### src/rtl/timer_pkg.sv
// Shared types and constants for the HH:MM:SS timer controller.
package timer_pkg;

  typedef enum logic [1:0] {
    IDLE  = 2'd0,
    RUN   = 2'd1,
    PAUSE = 2'd2,
    DONE  = 2'd3
  } state_t;

  typedef logic [3:0] bcd_t;

  // Digit slot indices within the 24-bit digit bus (slot i occupies [4i+3:4i]).
  localparam int SEC_U = 0;
  localparam int SEC_T = 1;
  localparam int MIN_U = 2;
  localparam int MIN_T = 3;
  localparam int HR_U  = 4;
  localparam int HR_T  = 5;

  localparam bcd_t TENS_MAX  = 4'd5;
  localparam bcd_t UNITS_MAX = 4'd9;

  // Largest legal value of a digit slot.
  function automatic bcd_t slot_max(input int slot);
    return (slot == SEC_T || slot == MIN_T) ? TENS_MAX : UNITS_MAX;
  endfunction

endpackage

### src/rtl/timer_ctrl_tick_prescaler.sv
// Free-running prescaler that emits one tick every TICK_DIV enabled cycles.
module tick_prescaler #(
  parameter int TICK_DIV = 50_000_000
) (
  input  logic clk,
  input  logic rst,
  input  logic en,
  input  logic clr,
  output logic tick
);

  localparam int CNT_W = $clog2(TICK_DIV);
  localparam logic [CNT_W-1:0] CNT_LAST = CNT_W'(TICK_DIV - 1);

  logic [CNT_W-1:0] cnt;

  // Count 0..TICK_DIV-1 while enabled; hold when disabled; clr forces zero.
  always_ff @(posedge clk) begin
    if (rst || clr) begin
      cnt <= '0;
    end else if (en) begin
      if (cnt == CNT_LAST) cnt <= '0;
      else                 cnt <= cnt + 1'b1;
    end
  end

  assign tick = en && (cnt == CNT_LAST);

endmodule

### src/rtl/timer_ctrl.sv
// Six-digit BCD timer sequencer: start/pause/clear/load control, up/down count.
//
//  state | meaning
//  IDLE  | stopped; load and clear accepted, start begins a run
//  RUN   | counting one second per prescaler tick
//  PAUSE | frozen; prescaler position held for resume
//  DONE  | down-count reached zero; waits for clear
module timer_ctrl
  import timer_pkg::*;
#(
  parameter int TICK_DIV = 50_000_000
) (
  input  logic        clk,
  input  logic        rst,
  input  logic        start,
  input  logic        pause,
  input  logic        clear,
  input  logic        load,
  input  logic [23:0] load_val,
  input  logic        mode,
  output logic [23:0] digits,
  output logic        running,
  output logic        done
);

  state_t      state;
  logic        mode_q;
  logic        tick;
  logic        pre_en;
  logic        pre_clr;
  logic [23:0] stepped;

  // Step by one second with full carry (up) or borrow (down) across all slots.
  function automatic logic [23:0] bcd_step(input logic [23:0] d, input logic down);
    logic [23:0] r;
    logic        c;
    bcd_t        v;
    r = d;
    c = 1'b1;
    for (int i = 0; i < 6; i++) begin
      v = d[i*4 +: 4];
      if (c) begin
        if (!down) begin
          if (v >= slot_max(i)) v = 4'd0;
          else begin v = v + 4'd1; c = 1'b0; end
        end else begin
          if (v == 4'd0) v = slot_max(i);
          else begin v = v - 4'd1; c = 1'b0; end
        end
      end
      r[i*4 +: 4] = v;
    end
    return r;
  endfunction

  // Zero any preset digit that is out of range for its slot.
  function automatic logic [23:0] bcd_sanitize(input logic [23:0] d);
    logic [23:0] r;
    for (int i = 0; i < 6; i++) begin
      r[i*4 +: 4] = (d[i*4 +: 4] > slot_max(i)) ? 4'd0 : d[i*4 +: 4];
    end
    return r;
  endfunction

  // Prescaler runs only in RUN (including the edge that leaves for PAUSE,
  // so a coincident tick still lands and the held count wraps to 0).
  assign pre_en  = (state == RUN);
  assign pre_clr = clear || (state == IDLE) || (state == DONE);
  assign stepped = bcd_step(digits, mode_q);

  tick_prescaler #(.TICK_DIV(TICK_DIV)) u_prescaler (
    .clk  (clk),
    .rst  (rst),
    .en   (pre_en),
    .clr  (pre_clr),
    .tick (tick)
  );

  // Control FSM with registered outputs.
  always_ff @(posedge clk) begin
    if (rst) begin
      state   <= IDLE;
      digits  <= '0;
      running <= 1'b0;
      done    <= 1'b0;
      mode_q  <= 1'b0;
    end else begin
      case (state)
        IDLE: begin
          if (clear) begin
            digits <= '0;
          end else if (load) begin
            digits <= bcd_sanitize(load_val);
          end else if (pause) begin
            // no effect in IDLE, but still outranks start
          end else if (start) begin
            mode_q <= mode;
            if (mode && digits == '0) begin
              state <= DONE;
              done  <= 1'b1;
            end else begin
              state   <= RUN;
              running <= 1'b1;
            end
          end
        end
        RUN: begin
          if (clear) begin
            state   <= IDLE;
            digits  <= '0;
            running <= 1'b0;
          end else begin
            if (tick) digits <= stepped;
            if (tick && mode_q && stepped == '0) begin
              state   <= DONE;
              running <= 1'b0;
              done    <= 1'b1;
            end else if (pause) begin
              state   <= PAUSE;
              running <= 1'b0;
            end
          end
        end
        PAUSE: begin
          if (clear) begin
            state  <= IDLE;
            digits <= '0;
          end else if (start) begin
            state   <= RUN;
            running <= 1'b1;
          end
        end
        DONE: begin
          digits <= '0;
          if (clear) begin
            state <= IDLE;
            done  <= 1'b0;
          end
        end
        default: begin
          state   <= IDLE;
          digits  <= '0;
          running <= 1'b0;
          done    <= 1'b0;
        end
      endcase
    end
  end

endmodule

### config.mk
export PLATFORM = sky130hd
export DESIGN_NAME = timer_ctrl
export DESIGN_NICKNAME = d
export VERILOG_FILES = /design/src/rtl/timer_pkg.sv /design/src/rtl/timer_ctrl_tick_prescaler.sv /design/src/rtl/timer_ctrl.sv
export SDC_FILE = /design/constraint.sdc
export NUM_CORES = 1
export LEC_CHECK = 0
export CAP_MARGIN = 20
export CORE_MARGIN = 1
export CORE_UTILIZATION = 56
export CTS_CLUSTER_DIAMETER = 60
export DETAILED_ROUTE_END_ITERATION = 8
export GPL_TIMING_DRIVEN = 0
export PLACE_DENSITY = 0.81
export SYNTH_ARGS = -nofsm -noshare
export SYNTH_HDL_FRONTEND = slang
export SYNTH_SLANG_ARGS = --single-unit
### constraint.sdc
create_clock -name clk -period 3.73 [get_ports clk]
set_clock_uncertainty 0.15 [all_clocks]
set_input_delay 1.119 -clock clk [delete_from_list [all_inputs] [get_ports clk]]
set_output_delay 1.119 -clock clk [all_outputs]
set_load 0.02 [all_outputs]
==> impl_metrics.tcl, run 1 <==
set metrics [dict create \
    drc 0 \
    portBuffers 56 \
    final_hold_viol_count 0 \
    ys.flop_type "dfxtp_1" \
    grt_max_degree 21 \
    fin_crit_sh_pct 96.21 \
    asyncSetResetFlopFracSynth_pct 0 \
    cellPowerDensity_nw_per_um2 278.5 \
    switchingPower_mw 0.4920 \
    netlist_top_cells_count "96 x nor2_1, 55 x dfxtp_1, 36 x o21ai_0" \
    synth_nets 618 \
    syn_inst 567 \
    drt_iter0_drc 384 \
    preCtsSetupSlack_ns -0.01692 \
    cts_buffers 5 \
    cp_common_cell "clkbuf_1" \
    root_buffer "clkbuf_8" \
    netSwitchingFraction_pct 34.90 \
    critPathMaxFanout 10 \
    critPathLaunchType "register" \
    h-tree-depth 2 \
    seq_area_frac_synth_pct 26.06 \
    fmax_ghz 0.2787 \
    synth.most_common_cell "nor2_1" \
    gp_congestion 0.9757 \
    synthTopCellsByArea "dfxtp_1 26%, nor2_1 8.5%, ha_1 5.9%" \
    antenna_found_initial 0 \
    die-area_um2 7897 \
    boundaryPins 57 \
    clkTransAtPathRegs_ns 0.12 \
    clkPwrFrac_pct 26.7 \
    via_count 4639 \
    run_status "finished clean" \
    fin_setup_tns_ns 0 \
    crit_chain "clkbuf_1 > inv_1 > clkbuf_1 > nor4_1 > and3_1 > nand3_1 > nor4_2 > nand2_1 > or4b_1 > a21oi_1" \
    first_global_vias 4059 \
    finalCriticalPeriod_ns 3.589 \
    ctsHoldBuffers 0 \
    p_int_mw 0.9176 \
    worst_ep_required_time_ns 3.84 \
    synth_edf_count 0 \
    setup_viol 0 \
    rows 31 \
    drive_above_1_share_pct 6.825 \
    diodes 0 \
    track_usage_pct 32.22 \
    whs_ns 0.3638 \
    via_per_inst 6.364 \
    synth_area_um2 4225 \
    critPathCaptureType "register" \
    fin_nets 680 \
    synth_top_area_share_pct 26.06 \
    drv_slew 0 \
    crit_arrival_ns 3.70 \
    place_hpwl_um 9156 \
    die_y_um 88.87 \
    max_stage_delay_ns 0.50 \
    place_area_um2 4910 \
    maxCapViolations 0 \
    clock-sinks 55 \
    clkLatencyLatePin_ns 0.32 \
    p_seq_share_pct 44.9 \
    cts_buffer_depth 2 \
    avgSynthCellArea_um2 7.452 \
    drtPass1Iterations 7 \
    cts_setup_buffers 0 \
    grt_pass1_wl_um 19530 \
    min_path_type "reg2reg" \
    core_um2 7292 \
    p_comb_share_pct 28.4 \
    wl_per_cell_um 17.44 \
    vdd_ir_drop_max_uv 180.1 \
    design_area_um2 5061 \
    antenna_left 0 \
    yosysTopAreaCell "dfxtp_1" \
    worstSetupPathType "reg2reg" \
    synth_cell_types 78 \
    rsz0062_at_grt "false" \
    cp_slowest_cell "or4b_1" \
    die_x_um 88.87 \
    cts_tree "built" \
    areaGrowthSynthToFinish_pct 19.78 \
    worst_pin_slew_ns 0.8912 \
    maxSlewHeadroom_pct 40.36 \
    yosysWarnings 0 \
    leakage_nw 1.758 \
    drt-total-wl_um 12710 \
    start_util_pct 57.94 \
    ys_ff_latch 55 \
    worst_slack_ns 0.1415 \
    overflow 0 \
]
worst max-delay path, delay by kind of cell, from the launching register on:
family,cells,cell delay [ns]
buffers and inverters,3,1.08
AND/OR/NAND/NOR,6,1.70
flip-flops,1,0.42
AO/OA/AOI/OAI,1,0.16
power by group through the flow:
stage	clock network (mW)	registers (mW)	logic [mW]
global placement	0	0.645	0.378
global route	0.402	0.636	0.430
detailed placement	0	0.645	0.382
floorplan	0	0.658	0.228
finish	0.376	0.633	0.401
CTS	0.379	0.632	0.384
metrics by stage:
step / utilization, % / total power, mW / std cells
floorplan: - / 0.8855 / 567
global placement: 67.33 / 1.023 / 722
detailed placement: 67.33 / 1.028 / 722
CTS: 68.75 / 1.395 / 730
global route: 69.41 / 1.467 / 729
finish: 69.41 / 1.410 / 729
final timing paths:
check                                                       from  depth (start not counted)                                to  slack, ns
worst max-delay path                         mode_q$_SDFFE_PP0P_                         10                 done$_SDFFE_PP0P_       0.14
worst min-delay path            u_prescaler.cnt[15]$_SDFFE_PP0P_                          2  u_prescaler.cnt[15]$_SDFFE_PP0P_       0.36
worst min register to register  u_prescaler.cnt[15]$_SDFFE_PP0P_                          2  u_prescaler.cnt[15]$_SDFFE_PP0P_       0.36
worst max register to register               mode_q$_SDFFE_PP0P_                         10                 done$_SDFFE_PP0P_       0.14
metal layers:
| layer | wire [um] | part of all wire, % | global-route usage (%) | up-vias |
|---|---|---|---|---|
| met5 | 0 | 0 | 0 | - |
| met4 | 393 | 3.1 | 12.90 | 0 |
| met3 | 1301 | 10 | 5.784 | 40 |
| met2 | 5615 | 44 | 50.56 | 273 |
| met1 | 5402 | 42 | 43.80 | 2130 |
| li1 | - | - | - | 2196 |
logic make-up (layout without fill, tap and decap cells):
family | Yosys count | in the layout | synth area share [%]
buffers and inverters | 58 | 121 | 5.419
flip-flops | 55 | 55 | 26.06
adder cells (fa/ha/maj) | 20 | 20 | 5.922
multiplexers | 10 | 10 | 2.724
XOR/XNOR | 25 | 25 | 5.182
AND/OR/NAND/NOR | 243 | 243 | 29.40
AO/OA/AOI/OAI | 156 | 156 | 25.29
flip-flops by register name, summed over array words and instances (netlist names):
register	cells
digits	24
done	1
mode_q	1
running	1
state	2
u_prescaler.cnt	26
cell usage in the layout, fill, tap and decap left out, types with 8 or more instances in the layout:
| cell type | count |
|---|---|
| clkbuf_1 | 20 |
| a21oi_1 | 22 |
| inv_1 | 30 |
| ha_1 | 18 |
| nand3_1 | 27 |
| xor2_1 | 13 |
| o21ai_0 | 36 |
| a211oi_1 | 15 |
| nand2b_1 | 12 |
| a22oi_1 | 11 |
| dfxtp_1 | 53 |
| o211ai_1 | 9 |
| nor3_1 | 11 |
| nand2_1 | 34 |
| o21a_1 | 8 |
| nor2_1 | 96 |
| xnor2_1 | 12 |
| clkdlybuf4s50_1 | 56 |
cell type report:
type	count	area [um2]
multi-input combinational	454	2939
fill	644	2231
sequential	55	1104
timing repair buffer	56	560.5
tap	99	123.9
buffer	27	118.9
inverter	30	112.6
clock buffer	5	68.82
clock inverter	3	33.78
repair_timing:
item | CTS | global route
hold endpoints to repair | 0 | 0
setup endpoints to repair | 2 | 2
gates resized for setup | 1 | 18
Note: power is estimated with default switching activity, not from simulation.
==> run 2: changes to the inputs <==
--- a/config.mk
+++ b/config.mk
@@ -5,13 +5,12 @@
 export SDC_FILE = /design/constraint.sdc
 export NUM_CORES = 1
 export LEC_CHECK = 0
-export CAP_MARGIN = 20
 export CORE_MARGIN = 1
-export CORE_UTILIZATION = 56
+export CORE_UTILIZATION = 60
 export CTS_CLUSTER_DIAMETER = 60
 export DETAILED_ROUTE_END_ITERATION = 8
 export GPL_TIMING_DRIVEN = 0
-export PLACE_DENSITY = 0.81
+export PLACE_DENSITY = 0.86
 export SYNTH_ARGS = -nofsm -noshare
 export SYNTH_HDL_FRONTEND = slang
 export SYNTH_SLANG_ARGS = --single-unit
==> constraint.sdc (replaced) <==
create_clock -name clk -period 4.3 [get_ports clk]
set_clock_uncertainty 0.15 [all_clocks]
set_input_delay 1.29 -clock clk [delete_from_list [all_inputs] [get_ports clk]]
set_output_delay 1.29 -clock clk [all_outputs]
set_load 0.02 [all_outputs]
==> run 2 against run 1 <==
  * Sequential share of layout area grew 0.18 points
  * Worst setup slack gained 0.34 ns
  * Critical endpoint unchanged
  * Routed wire length shrank 4.1%
  * Core utilization grew 4.3 points
  * Flip-flop and latch count is the same
  * Clock power shrank 12%
  * Critical path type unchanged
  * Critical path depth grew 2
  * Combinational power shrank 15%
  * Via count grew 0.17%
  * Final cell count shrank 0.27%
  * Count of clock-buffer cells in the layout is the same
  * Die area shrank 6.5%
==> impl_metrics.tcl, run 2 (synthesis results as in run 1) <==
set metrics [dict create \
    run_status "finished clean" \
    cts_setup_buffers 0 \
    track_usage_pct 33.72 \
    drive_above_1_share_pct 4.754 \
    final_util_pct 73.72 \
    rows 30 \
    drt-total-wl_um 12190 \
    post_layout_nonfiller_instances 727 \
    final_hold_viol_count 0 \
    fmax_ghz 0.2619 \
    maxCapViolations 0 \
    critPathMaxFanout 10 \
    leakage_nw 1.725 \
    drc 0 \
    overflow 0 \
    h-tree-depth 2 \
    wl_per_cell_um 16.77 \
    cts_buffer_depth 2 \
    boundaryPins 57 \
    worst_ep_required_time_ns 4.41 \
    via_count 4647 \
    p_total_mw 1.220 \
    layout_commonest_cell "nor2_1" \
    fillers 548 \
    grt_pass1_wl_um 19900 \
    worstRegToRegCells 12 \
    die_x_um 85.92 \
    hold_end "u_prescaler.cnt[15]$_SDFFE_PP0P_" \
    via_per_inst 6.392 \
    largest_reg_flops 26 \
    clkTransAtPathRegs_ns 0.12 \
    cts_resized 0 \
    rsz0062_at_grt "false" \
    p_int_mw 0.7941 \
    r2r-end "done$_SDFFE_PP0P_" \
    clkLatencyLatePin_ns 0.33 \
    ctsHoldBuffers 0 \
    cts_tree "built" \
    setup_viol 0 \
    antenna_left 0 \
    p_comb_share_pct 27.8 \
    die-area_um2 7381 \
    root_buffer "clkbuf_8" \
    crit_arrival_ns 3.93 \
    cellPowerDensity_nw_per_um2 243.5 \
    min_delay_path_depth 2 \
    clkPwrFrac_pct 27.2 \
    antenna_found_initial 0 \
    start_util_pct 62.19 \
    finalCriticalPeriod_ns 3.818 \
    netSwitchingFraction_pct 34.89 \
    drt_iter0_drc 445 \
    switchingPower_mw 0.4256 \
    drv_slew 0 \
    r2r_start "digits[0]$_SDFFE_PP0P_" \
    multiInputGateArea_um2 2895 \
    areaGrowthSynthToFinish_pct 18.54 \
    portBuffers 56 \
    area.sequential_um2 1101 \
    die_y_um 85.92 \
    drtPass1Iterations 6 \
    diodes 0 \
    critPathCaptureType "register" \
    r2r_setup_slack_ns 0.48 \
    fin_setup_tns_ns 0 \
    place_hpwl_um 8939 \
    reg_top3 "u_prescaler.cnt (26), digits (24), state (2)" \
    first_global_vias 4265 \
    fin_crit_sh_pct 88.78 \
    maxSlewHeadroom_pct 44.05 \
    vdd_ir_drop_max_uv 183.7 \
    whs_ns 0.3549 \
    min_path_type "reg2reg" \
    worst_pin_slew_ns 0.8362 \
    final_cell_mix "96 x nor2_1, 56 x clkdlybuf4s50_1, 55 x dfxtp_1" \
    fin_nets 681 \
    dp.cells 719 \
    gp_congestion 0.9263 \
    p_seq_share_pct 45.1 \
    cts_buffers 5 \
    worstSetupPathType "reg2reg" \
    clock-sinks 55 \
    grt_max_degree 21 \
    regMostFlops "u_prescaler.cnt" \
    hp-start "u_prescaler.cnt[15]$_SDFFE_PP0P_" \
    core_um2 6794 \
    critPathLaunchType "register" \
]
-- run 2: critical path: stages (launching register included) --
cell and delay, ns:
dfxtp_1 0.55, inv_1 0.09, ha_1 0.31, nor3b_2 0.23, o21ai_2 0.34, and3_1 0.21
clkbuf_1 0.25, mux2_1 0.42, nor4_1 0.22, and4_1 0.25, nand2_1 0.08, or4b_1 0.50
a21oi_1 0.16
-- run 2: final cells by class --
cell class	instances	share of cell area, %
Clock buffer	5	1.374
Tap cell	96	2.398
Buffer	28	2.323
Inverter	30	2.248
Timing Repair Buffer	56	11.19
Multi-Input combinational cell	454	57.81
Sequential cell	55	21.98
Clock inverter	3	0.6745
-- run 2: layer usage --
layer / GRT usage [%] / up-vias / part of all wire, %
li1: - / 2205 / -
met1: 45.34 / 2156 / 43
met2: 53.17 / 245 / 45
met3: 5.294 / 41 / 8.7
met4: 15.45 / 0 / 3.2
met5: 0 / - / 0
-- run 2: stage by stage --
stage                     setup WS (ns)  cell area, um2
final                            0.4824            5009
after global routing             0.2571            5009
after CTS                        0.5053            5009
after detailed placement         0.5435            4906
after global placement           0.5657            4906
after floorplan                  0.8603            4225
-- run 2: how the worst max path moves through the flow --
stage | depth (start not counted) | from | endpoint | slack [ns]
after floorplan | 12 | digits[0]$_SDFFE_PP0P_ | state[1]$_SDFFE_PP0P_ | 0.86
after global placement | 12 | digits[0]$_SDFFE_PP0P_ | state[1]$_SDFFE_PP0P_ | 0.57
after detailed placement | 12 | digits[0]$_SDFFE_PP0P_ | state[1]$_SDFFE_PP0P_ | 0.54
after CTS | 12 | digits[0]$_SDFFE_PP0P_ | done$_SDFFE_PP0P_ | 0.51
after global routing | 12 | digits[0]$_SDFFE_PP0P_ | state[1]$_SDFFE_PP0P_ | 0.26
final | 12 | digits[0]$_SDFFE_PP0P_ | done$_SDFFE_PP0P_ | 0.48
-- run 2: power by group through the flow --
stage          logic (mW)  clock network, mW  registers (mW)
4_1_cts             0.332              0.330           0.548
2_1_floorplan       0.198                  0           0.570
3_3_place_gp        0.322                  0           0.559
6_report            0.339              0.331           0.549
5_1_grt             0.367              0.353           0.552
3_5_place_dp        0.331                  0           0.560
==> run 3: changes to the inputs <==
--- a/config.mk
+++ b/config.mk
@@ -9,7 +9,6 @@
 export CORE_UTILIZATION = 60
 export CTS_CLUSTER_DIAMETER = 60
 export DETAILED_ROUTE_END_ITERATION = 8
-export GPL_TIMING_DRIVEN = 0
 export PLACE_DENSITY = 0.86
 export SYNTH_ARGS = -nofsm -noshare
 export SYNTH_HDL_FRONTEND = slang
==> run 3 against run 2 <==
  * Routed wire length decreased by 7.9%
  * Global-route usage decreased by 3.1 points
  * Sequential share of layout area increased by 0.24 points
  * Combinational power decreased by 5.9%
  * Register-to-register slack improved by 0.06 ns
  * Die area unchanged
  * Clock power about the same
  * Worst setup slack improved by 0.056 ns
  * Count of clock-buffer cells in the layout unchanged
  * Power decreased by 0.95%
  * Critical path depth decreased by 2
==> impl_metrics.tcl, run 3 (synthesis results as in run 1) <==
set metrics [dict create \
    final_cell_mix "96 x nor2_1, 56 x clkdlybuf4s50_1, 55 x dfxtp_1" \
    cts_buffer_depth 2 \
    r2r_setup_slack_ns 0.54 \
    die-area_um2 7381 \
    place_hpwl_um 8234 \
    hold_end "u_prescaler.cnt[1]$_SDFFE_PP0P_" \
    busiest_layer "met2" \
    ctsHoldBuffers 0 \
    drc 0 \
    rows 30 \
    grt_max_degree 35 \
    worst_slack_ns 0.5388 \
    drive_above_1_share_pct 5.728 \
    drtPass1Iterations 5 \
    root_buffer "clkbuf_8" \
    clock-sinks 55 \
    h-tree-depth 2 \
    final_hold_viol_count 0 \
    die_y_um 85.92 \
    final_util_pct 72.91 \
    regMostFlops "u_prescaler.cnt" \
    antenna_found_initial 0 \
    overflow 0 \
    place_area_um2 4853 \
    met2_usage_pct 50.14 \
    track_usage_pct 30.65 \
    hp-start "u_prescaler.cnt[1]$_SDFFE_PP0P_" \
    maxCapViolations 0 \
    cts_buffers 5 \
    crit_buf_inv 1 \
    core_um2 6794 \
    grt_pass1_wl_um 18450 \
    crit_chain "inv_1 > ha_1 > nor3b_2 > o21ai_2 > nand4_4 > o41a_1 > a31o_1 > or3_4 > or4b_1 > a21oi_1" \
    diodes 0 \
    setup_viol 0 \
    cts_resized 0 \
    cts_tree "built" \
    via_count 4383 \
    worstRegToRegCells 10 \
    critPathLaunchType "register" \
    critPathCaptureType "register" \
    r2r_start "digits[0]$_SDFFE_PP0P_" \
    worstSetupPathType "reg2reg" \
    leakage_nw 1.713 \
    cellPowerDensity_nw_per_um2 243.9 \
    layout_commonest_cell "nor2_1" \
    rsz0062_at_grt "false" \
    met3_usage_pct 4.235 \
    min_delay_path_depth 2 \
    drt-total-wl_um 11230 \
    largest_reg_flops 26 \
    critPathMaxFanout 14 \
    fin_nets 661 \
    crit_family "simple AND/OR/NAND/NOR gates" \
    wl_per_cell_um 15.89 \
    clkLatencyLatePin_ns 0.32 \
    design_area_um2 4954 \
    start_util_pct 62.19 \
    drv_slew 0 \
    finalCriticalPeriod_ns 3.761 \
    fin_setup_tns_ns 0 \
    boundaryPins 57 \
    clkTransAtPathRegs_ns 0.12 \
    run_status "finished clean" \
    gp_congestion 0.9920 \
    drt_iter0_drc 354 \
    worst_ep_required_time_ns 4.42 \
    preCtsSetupSlack_ns 0.5986 \
    worst_pin_slew_ns 0.7257 \
    die_x_um 85.92 \
    fmax_ghz 0.2659 \
    vdd_ir_drop_max_uv 147.4 \
    min_path_type "reg2reg" \
    r2r-end "done$_SDFFE_PP0P_" \
    areaGrowthSynthToFinish_pct 17.23 \
    cts_setup_buffers 0 \
    crit_arrival_ns 3.88 \
    portBuffers 56 \
    cp_slowest_cell "dfxtp_1" \
    first_global_vias 3939 \
    antenna_left 0 \
    max_stage_delay_ns 0.53 \
    fin_crit_sh_pct 87.47 \
    via_per_inst 6.199 \
    maxSlewHeadroom_pct 50.37 \
    reg_top3 "u_prescaler.cnt (26), digits (24), state (2)" \
    met1_usage_pct 42.51 \
]
-- run 3: changes by cell type in the layout (fill, tap and decap cells not counted), sizes merged --
cell | previous run | this run
clkbuf | 28 | 5
inv | 32 | 33
clkinv | 1 | 0
buf | 5 | 8
-- run 3: worst reg2reg max path: stages, from the launching register on --
cell,delay (ns)
dfxtp_1,0.53
inv_1,0.10
ha_1,0.30
nor3b_2,0.22
o21ai_2,0.34
nand4_4,0.29
o41a_1,0.49
a31o_1,0.21
or3_4,0.40
or4b_1,0.53
a21oi_1,0.16
-- run 3: routing by layer --
| metal | routed length (um) | vias to the layer above |
|---|---|---|
| li1 | - | 2157 |
| met2 | 5284 | 138 |
| met4 | 142 | 0 |
| met1 | 5179 | 2072 |
| met5 | 0 | - |
| met3 | 626 | 16 |
-- run 3: cell type report --
cell class,count,area [um2]
repair buffers,64,620.6
fillers,559,1841
flip-flops and latches,55,1101
clock buffers,5,68.82
well taps,96,120.1
multi-input cells,454,2899
clock inverters,3,31.28
inverters,30,112.6
-- run 3: power by group --
part | total, mW | internal [mW] | switching, mW
clock network | 0.331 | 0.126 | 0.206
registers | 0.558 | 0.524 | 0.0336
logic | 0.319 | 0.144 | 0.175
-- run 3: how the worst max path moves through the flow --
stage                                start                    end  slack (ns)  cells after the start
floorplan           digits[0]$_SDFFE_PP0P_  state[1]$_SDFFE_PP0P_        0.86                     12
global placement    digits[0]$_SDFFE_PP0P_  state[1]$_SDFFE_PP0P_        0.73                     10
detailed placement  digits[0]$_SDFFE_PP0P_  state[1]$_SDFFE_PP0P_        0.60                     10
CTS                 digits[0]$_SDFFE_PP0P_  state[1]$_SDFFE_PP0P_        0.58                     10
global route        digits[0]$_SDFFE_PP0P_  state[1]$_SDFFE_PP0P_        0.18                     11
finish              digits[0]$_SDFFE_PP0P_      done$_SDFFE_PP0P_        0.54                     10
-- run 3: through the flow --
stage | power (mW) | cells | hold slack, ns
floorplan | 0.7681 | 567 | 0.3126
global placement | 0.8744 | 699 | 0.3248
detailed placement | 0.8812 | 699 | 0.3337
CTS | 1.207 | 707 | 0.3497
global route | 1.264 | 707 | 0.3761
finish | 1.208 | 707 | 0.3488
